`config.mk`:
```
export PLATFORM = sky130hd
export DESIGN_NAME = divider_flat
export DESIGN_NICKNAME = d
export VERILOG_FILES = /design/src/rtl/divider_pkg.sv /design/src/rtl/divider_if.sv /design/src/rtl/divider_div_step.sv /design/src/rtl/divider.sv /design/src/flat_wrapper.sv
export SDC_FILE = /design/constraint.sdc
export NUM_CORES = 1
export LEC_CHECK = 0
export CORE_MARGIN = 4
export CORE_UTILIZATION = 59
export CTS_BUF_LIST = sky130_fd_sc_hd__clkbuf_16
export CTS_CLUSTER_SIZE = 40
export DETAILED_ROUTE_END_ITERATION = 8
export DONT_BUFFER_PORTS = 1
export PLACE_DENSITY_LB_ADDON = 0.3
export SYNTH_ARGS = -nofsm -noshare
export SYNTH_HDL_FRONTEND = slang
export SYNTH_SLANG_ARGS = --single-unit
```
`constraint.sdc`:
```
create_clock -name clock -period 2.8 [get_ports clock]
set_input_delay 0.28 -clock clock [delete_from_list [all_inputs] [get_ports clock]]
set_output_delay 0.28 -clock clock [all_outputs]
set_load 0.05 [all_outputs]
```
`src/rtl/divider_pkg.sv`:
```
// Shared constants, FSM state encoding and helpers for the signed
// restoring divider.
package divider_pkg;

    localparam int DIV_WIDTH = 32;
    localparam int DIV_ITER  = 32;
    localparam int CNT_W     = 6;

    typedef enum logic [1:0] {
        IDLE = 2'd0,
        CALC = 2'd1,
        FIX  = 2'd2,
        DONE = 2'd3
    } div_state_t;

    // Magnitude of a two's complement value; the most negative value maps
    // onto itself, which still reads correctly as an unsigned magnitude.
    function automatic logic [DIV_WIDTH-1:0] abs_val(input logic [DIV_WIDTH-1:0] v);
        return v[DIV_WIDTH-1] ? -v : v;
    endfunction

endpackage

```
`src/rtl/divider_if.sv`:
```
// Operand/result bundle between the control unit and the divider.
interface divider_if;
    import divider_pkg::*;

    logic                 DivCtrl;
    logic [DIV_WIDTH-1:0] RegA;
    logic [DIV_WIDTH-1:0] RegB;
    logic [DIV_WIDTH-1:0] HI;
    logic [DIV_WIDTH-1:0] LO;
    logic                 DivDone;
    logic                 DivZero;
    logic                 DivBusy;

    modport master (output DivCtrl, RegA, RegB,
                    input  HI, LO, DivDone, DivZero, DivBusy);
    modport slave  (input  DivCtrl, RegA, RegB,
                    output HI, LO, DivDone, DivZero, DivBusy);
endinterface

```
`src/rtl/divider_div_step.sv`:
```
// One unsigned restoring-division iteration on the remainder:quotient pair.
module div_step
    import divider_pkg::*;
(
    input  logic [DIV_WIDTH-1:0] rem_i,
    input  logic [DIV_WIDTH-1:0] quo_i,
    input  logic [DIV_WIDTH-1:0] dvs_i,
    output logic [DIV_WIDTH-1:0] rem_o,
    output logic [DIV_WIDTH-1:0] quo_o
);

    logic [DIV_WIDTH:0] shifted;
    logic [DIV_WIDTH:0] trial;

    // Remainder stays below the divisor (<= 2^31), so 33 bits hold the
    // shifted value and the trial result's top bit is its sign.
    always_comb begin
        shifted = {rem_i, quo_i[DIV_WIDTH-1]};
        trial   = shifted - {1'b0, dvs_i};
        if (!trial[DIV_WIDTH]) begin
            rem_o = trial[DIV_WIDTH-1:0];
            quo_o = {quo_i[DIV_WIDTH-2:0], 1'b1};
        end else begin
            rem_o = shifted[DIV_WIDTH-1:0];
            quo_o = {quo_i[DIV_WIDTH-2:0], 1'b0};
        end
    end

endmodule

```
`src/rtl/divider.sv`:
```
// Multi-cycle signed divider with MIPS div semantics: 32 restoring steps
// on magnitudes, then a sign fix-up before HI/LO are written.
module divider
    import divider_pkg::*;
(
    input  logic      clock,
    input  logic      reset,
    divider_if.slave  bus
);

    div_state_t           state_q, state_d;
    logic [CNT_W-1:0]     cnt_q, cnt_d;
    logic [DIV_WIDTH-1:0] rem_q, rem_d;
    logic [DIV_WIDTH-1:0] quo_q, quo_d;
    logic [DIV_WIDTH-1:0] dvs_q, dvs_d;
    logic                 sa_q, sa_d;
    logic                 sb_q, sb_d;
    logic [DIV_WIDTH-1:0] hi_q, hi_d;
    logic [DIV_WIDTH-1:0] lo_q, lo_d;
    logic                 zero_q, zero_d;

    logic [DIV_WIDTH-1:0] step_rem;
    logic [DIV_WIDTH-1:0] step_quo;

    div_step u_step (
        .rem_i (rem_q),
        .quo_i (quo_q),
        .dvs_i (dvs_q),
        .rem_o (step_rem),
        .quo_o (step_quo)
    );

    always_comb begin
        state_d = state_q;
        cnt_d   = cnt_q;
        rem_d   = rem_q;
        quo_d   = quo_q;
        dvs_d   = dvs_q;
        sa_d    = sa_q;
        sb_d    = sb_q;
        hi_d    = hi_q;
        lo_d    = lo_q;
        zero_d  = 1'b0;
        unique case (state_q)
            IDLE: begin
                if (bus.DivCtrl) begin
                    if (bus.RegB == '0) begin
                        zero_d = 1'b1;
                    end else begin
                        quo_d   = abs_val(bus.RegA);
                        dvs_d   = abs_val(bus.RegB);
                        rem_d   = '0;
                        sa_d    = bus.RegA[DIV_WIDTH-1];
                        sb_d    = bus.RegB[DIV_WIDTH-1];
                        cnt_d   = '0;
                        state_d = CALC;
                    end
                end
            end
            CALC: begin
                rem_d = step_rem;
                quo_d = step_quo;
                cnt_d = cnt_q + 1'b1;
                if (cnt_q == CNT_W'(DIV_ITER - 1)) state_d = FIX;
            end
            FIX: begin
                // Quotient truncates toward zero; remainder follows the dividend.
                lo_d    = (sa_q ^ sb_q) ? -quo_q : quo_q;
                hi_d    = sa_q ? -rem_q : rem_q;
                state_d = DONE;
            end
            DONE: state_d = IDLE;
            default: state_d = IDLE;
        endcase
    end

    always_ff @(posedge clock) begin
        if (reset) begin
            state_q <= IDLE;
            cnt_q   <= '0;
            rem_q   <= '0;
            quo_q   <= '0;
            dvs_q   <= '0;
            sa_q    <= 1'b0;
            sb_q    <= 1'b0;
            hi_q    <= '0;
            lo_q    <= '0;
            zero_q  <= 1'b0;
        end else begin
            state_q <= state_d;
            cnt_q   <= cnt_d;
            rem_q   <= rem_d;
            quo_q   <= quo_d;
            dvs_q   <= dvs_d;
            sa_q    <= sa_d;
            sb_q    <= sb_d;
            hi_q    <= hi_d;
            lo_q    <= lo_d;
            zero_q  <= zero_d;
        end
    end

    assign bus.HI      = hi_q;
    assign bus.LO      = lo_q;
    assign bus.DivDone = (state_q == DONE);
    assign bus.DivZero = zero_q;
    assign bus.DivBusy = (state_q != IDLE);

endmodule

```
`src/flat_wrapper.sv`:
```
// flat-port wrapper written by rule: the top's interface ports become plain ports
module divider_flat import divider_pkg::*;
  (clock, reset, bus_DivCtrl, bus_RegA, bus_RegB, bus_HI, bus_LO, bus_DivDone, bus_DivZero, bus_DivBusy);
  divider_if bus_i ();
  input  logic clock;
  input  logic reset;
  input wire logic [$bits(bus_i.DivCtrl)-1:0] bus_DivCtrl;
  input wire logic [$bits(bus_i.RegA)-1:0] bus_RegA;
  input wire logic [$bits(bus_i.RegB)-1:0] bus_RegB;
  output wire logic [$bits(bus_i.HI)-1:0] bus_HI;
  output wire logic [$bits(bus_i.LO)-1:0] bus_LO;
  output wire logic [$bits(bus_i.DivDone)-1:0] bus_DivDone;
  output wire logic [$bits(bus_i.DivZero)-1:0] bus_DivZero;
  output wire logic [$bits(bus_i.DivBusy)-1:0] bus_DivBusy;
  assign bus_i.DivCtrl = bus_DivCtrl;
  assign bus_i.RegA = bus_RegA;
  assign bus_i.RegB = bus_RegB;
  assign bus_HI = bus_i.HI;
  assign bus_LO = bus_i.LO;
  assign bus_DivDone = bus_i.DivDone;
  assign bus_DivZero = bus_i.DivZero;
  assign bus_DivBusy = bus_i.DivBusy;
  divider u_core (.clock(clock), .reset(reset), .bus(bus_i));
endmodule
```
==> flow_metrics.py <==
metrics = {
    "status": {
        "status": "complete, but fails checks",
        "violations": "negative setup slack",
    },
    "synthesis": {
        "syn-cell-area_sq_um": 10620,
        "yosys_register_bits": 171,
        "synth_edf_count": 0,
        "synthFlopType": "dfxtp_1",
        "yosys_warnings": 0,
        "async_reset_ff_share_pct": 0,
        "syn_inst": 1339,
        "yosysTopAreaCell": "dfxtp_1",
        "syn_avg_cell_area_sq_um": 7.934,
        "synth_top_area_share_pct": 32.22,
        "synth_nets": 1449,
        "yosys-top-cells-area": "dfxtp_1 32%, xor2_1 7.2%, a211oi_1 5.9%",
        "yosys.cell_types.count": 66,
        "seq_area_frac_synth_pct": 32.22,
    },
    "timing": {
        "fin_crit_sh_pct": 102.7,
        "clock_skew_ns": 0.007724,
        "rsz0062_at_grt": "true",
        "drv_slew": 0,
        "min_period_ns": 2.877,
        "relSlewSlack_pct": 20.32,
        "worstMarginPinSlew_ns": 1.194,
        "fin_ws_ns": -0.07651,
        "hold_viol": 0,
        "setup_violations": 19,
        "holdWs_ns": 0.01638,
        "max_freq_mhz": 347.6,
    },
    "final_layout": {
        "drive_above_1_share_pct": 17.57,
        "synthToLayoutAreaGrowth_pct": 19.23,
        "postLayoutCoreUtil_pct": 72.48,
        "nFillCells": 1376,
        "design_area_sq_um": 12670,
        "nets": 1516,
        "n_antenna_cell": 0,
        "final_cells": 1642,
    },
    "global_routing": {
        "antenna_found_initial": 0,
        "grt_pass1_wl_um": 48590,
        "grt_usage_pct": 29.65,
        "grt_overflow": 0,
        "grt_max_degree": 136,
        "grt_pass1_vias": 9428,
    },
    "route": {
        "vias": 10220,
        "ant_nets": 0,
        "wire_per_inst_um": 18.99,
        "wl_um": 31190,
        "dr.first_iter.drc_count": 842,
        "drc": 0,
        "vias_per_cell": 6.224,
        "firstDrtPassIters": 7,
    },
    "critical_path": {
        "cpPeakStageDelay_ns": 0.39,
        "worst_setup_path_start_kind": "flip-flop",
        "r2r-start": "u_core.dvs_q[5]",
        "cp-startpoint": "u_core.dvs_q[5]",
        "endpoint_kind": "flip-flop",
        "path_cells": "inv_1 > ha_2 > buf_4 > or3_4 > o211ai_1 > a311o_1 > a21oi_1 > o211ai_1 > buf_4 > buf_12 > mux2i_1 > o21ai_0",
        "crit_fanout": 8,
        "crit_type": "flip-flop to flip-flop",
        "critPathRequiredTime_ns": 3.11,
        "worst_path_max_delay_cell": "o211ai_1",
        "arrival_ns": 3.19,
    },
    "min_path": {
        "worstHoldStart": "bus_RegB[31]",
        "hp-class": "primary input to flip-flop",
    },
    "clock_network": {
        "cts-root-buf": "clkbuf_16",
        "cts_buffer_depth": 2,
        "cts-buffers-inserted": 17,
        "clk_latency_ns": 0.44,
        "clkTransAtPathRegs_ns": 0.07,
        "cts_tree": "yes",
        "cts_max_level": 4,
        "cts.sinks": 171,
    },
    "floorplanning": {
        "row_count": 48,
        "dieArea_sq_um": 20220,
        "core_area_sq_um": 17480,
        "die_y_um": 142.2,
        "die-width_um": 142.2,
        "initial_utilization_pct": 60.79,
        "io_pins": 134,
    },
    "placed_design": {
        "gp_congestion": 0.9488,
        "dp_cells": 1591,
        "dpl_cell_area_sq_um": 11490,
        "hpwl_um": 22390,
        "io_buffer_count": 0,
    },
    "power_and_ir_drop": {
        "p_leak_uw": 0.004911,
        "total_power_uw": 12550,
        "ir_drop_mv": 0.8195,
        "power.density_nw_per_um2": 991.1,
    },
    "run": {
        "maxCapViolations": 0,
    },
}
-- cell families after synthesis --
group / synth area share [%]
XOR/XNOR: 11.87
buffers and inverters: 4.628
adder cells (fa/ha/maj): 5.135
flip-flops: 32.22
AO/OA/AOI/OAI: 25.47
multiplexers: 1.696
AND/OR/NAND/NOR: 18.97
-- power by group --
group / internal (uW) / switching [uW] / total, uW
registers: 3060 / 1650 / 4710
logic: 2300 / 3170 / 5480
clock network: 1310 / 1050 / 2370
-- through the flow --
stage / setup TNS (ns) / worst slack, ns
6_report: -0.4333 / -0.07651
5_1_grt: -2.857 / -0.1548
4_1_cts: -0.1707 / -0.02678
3_5_place_dp: -0.7857 / -0.06152
3_3_place_gp: 0 / 0.02545
2_1_floorplan: 0 / 0.02934
-- cell usage in the layout (no fill, tap or decap), types with 24 or more instances in the layout --
cell type  count
a211oi_1      82
a21oi_1       74
buf_4        112
dfxtp_1      163
ha_1          30
inv_1         46
nand2_1      122
nor2_1       148
nor3_1        24
o21ai_0       62
o31ai_1       34
xnor2_1       56
xor2_1        87
-- worst max-delay path, delay by kind of cell (launching register included) --
kind,cells,cell delay [ns]
compound gates,5,1.06
fa+ha+maj,1,0.20
buf+inv,4,0.62
flops,1,0.32
mux,1,0.18
simple gates,1,0.36
-- flip-flops by register name (all words and copies together) (netlist names) --
register / cells
u_core.sb_q: 1
u_core.bus.HI: 32
u_core.dvs_q: 32
u_core.state_q: 2
u_core.bus.LO: 32
u_core.quo_q: 32
u_core.bus.DivZero: 1
u_core.cnt_q: 6
u_core.sa_q: 1
u_core.rem_q: 32
-- timing repair --
action,4_1_cts,5_1_grt
buffers inserted,6,6
gates cloned,3,0
resized for setup,37,76
setup endpoints to repair,27,51
endpoints found under the hold margin,139,0
pin swaps,14,20
hold buffers,7,0
-- synthesized netlist by cell type, drive strengths merged, types with 10 or more instances --
cell    count
mux2i      18
nand2     123
nor4       10
nor2b      10
xnor2      57
o41ai      12
dfxtp     171
clkbuf     78
nor3       30
or3        26
o31ai      39
a32oi      10
a211oi     84
nand2b     17
xor2       87
nor2      155
a22oi      23
nand4      13
o21ai      82
a21o       15
ha         42
nand3      13
inv        49
a21oi      82
-- routing by layer --
layer,up-vias,routed length [um],GRT usage (%)
li1,4967,-,-
met1,4750,13680,40.86
met2,435,14210,46.31
met3,67,2290,5.847
met4,0,1003,10.71
met5,-,0,0
-- area by class of cell --
type	count	area (sq um)	share of cell area, %
tap	225	281.5	2.222
inverter	49	183.9	1.452
clock buffer	17	425.4	3.358
clock inverter	13	141.4	1.116
timing repair buffer	129	1104	8.712
multi-input combinational	1038	7098	56.04
sequential	171	3433	27.10
-- worst paths after layout --
kind / end / slack [ns] / depth (start not counted)
worst max-delay path: u_core.rem_q[17] / -0.08 / 12
worst min-delay path: u_core.dvs_q[31] / 0.02 / 2
worst max register to register: u_core.rem_q[17] / -0.08 / 12
worst min register to register: u_core.dvs_q[31] / 0.46 / 2
Note: power is estimated with default switching activity, not from simulation.
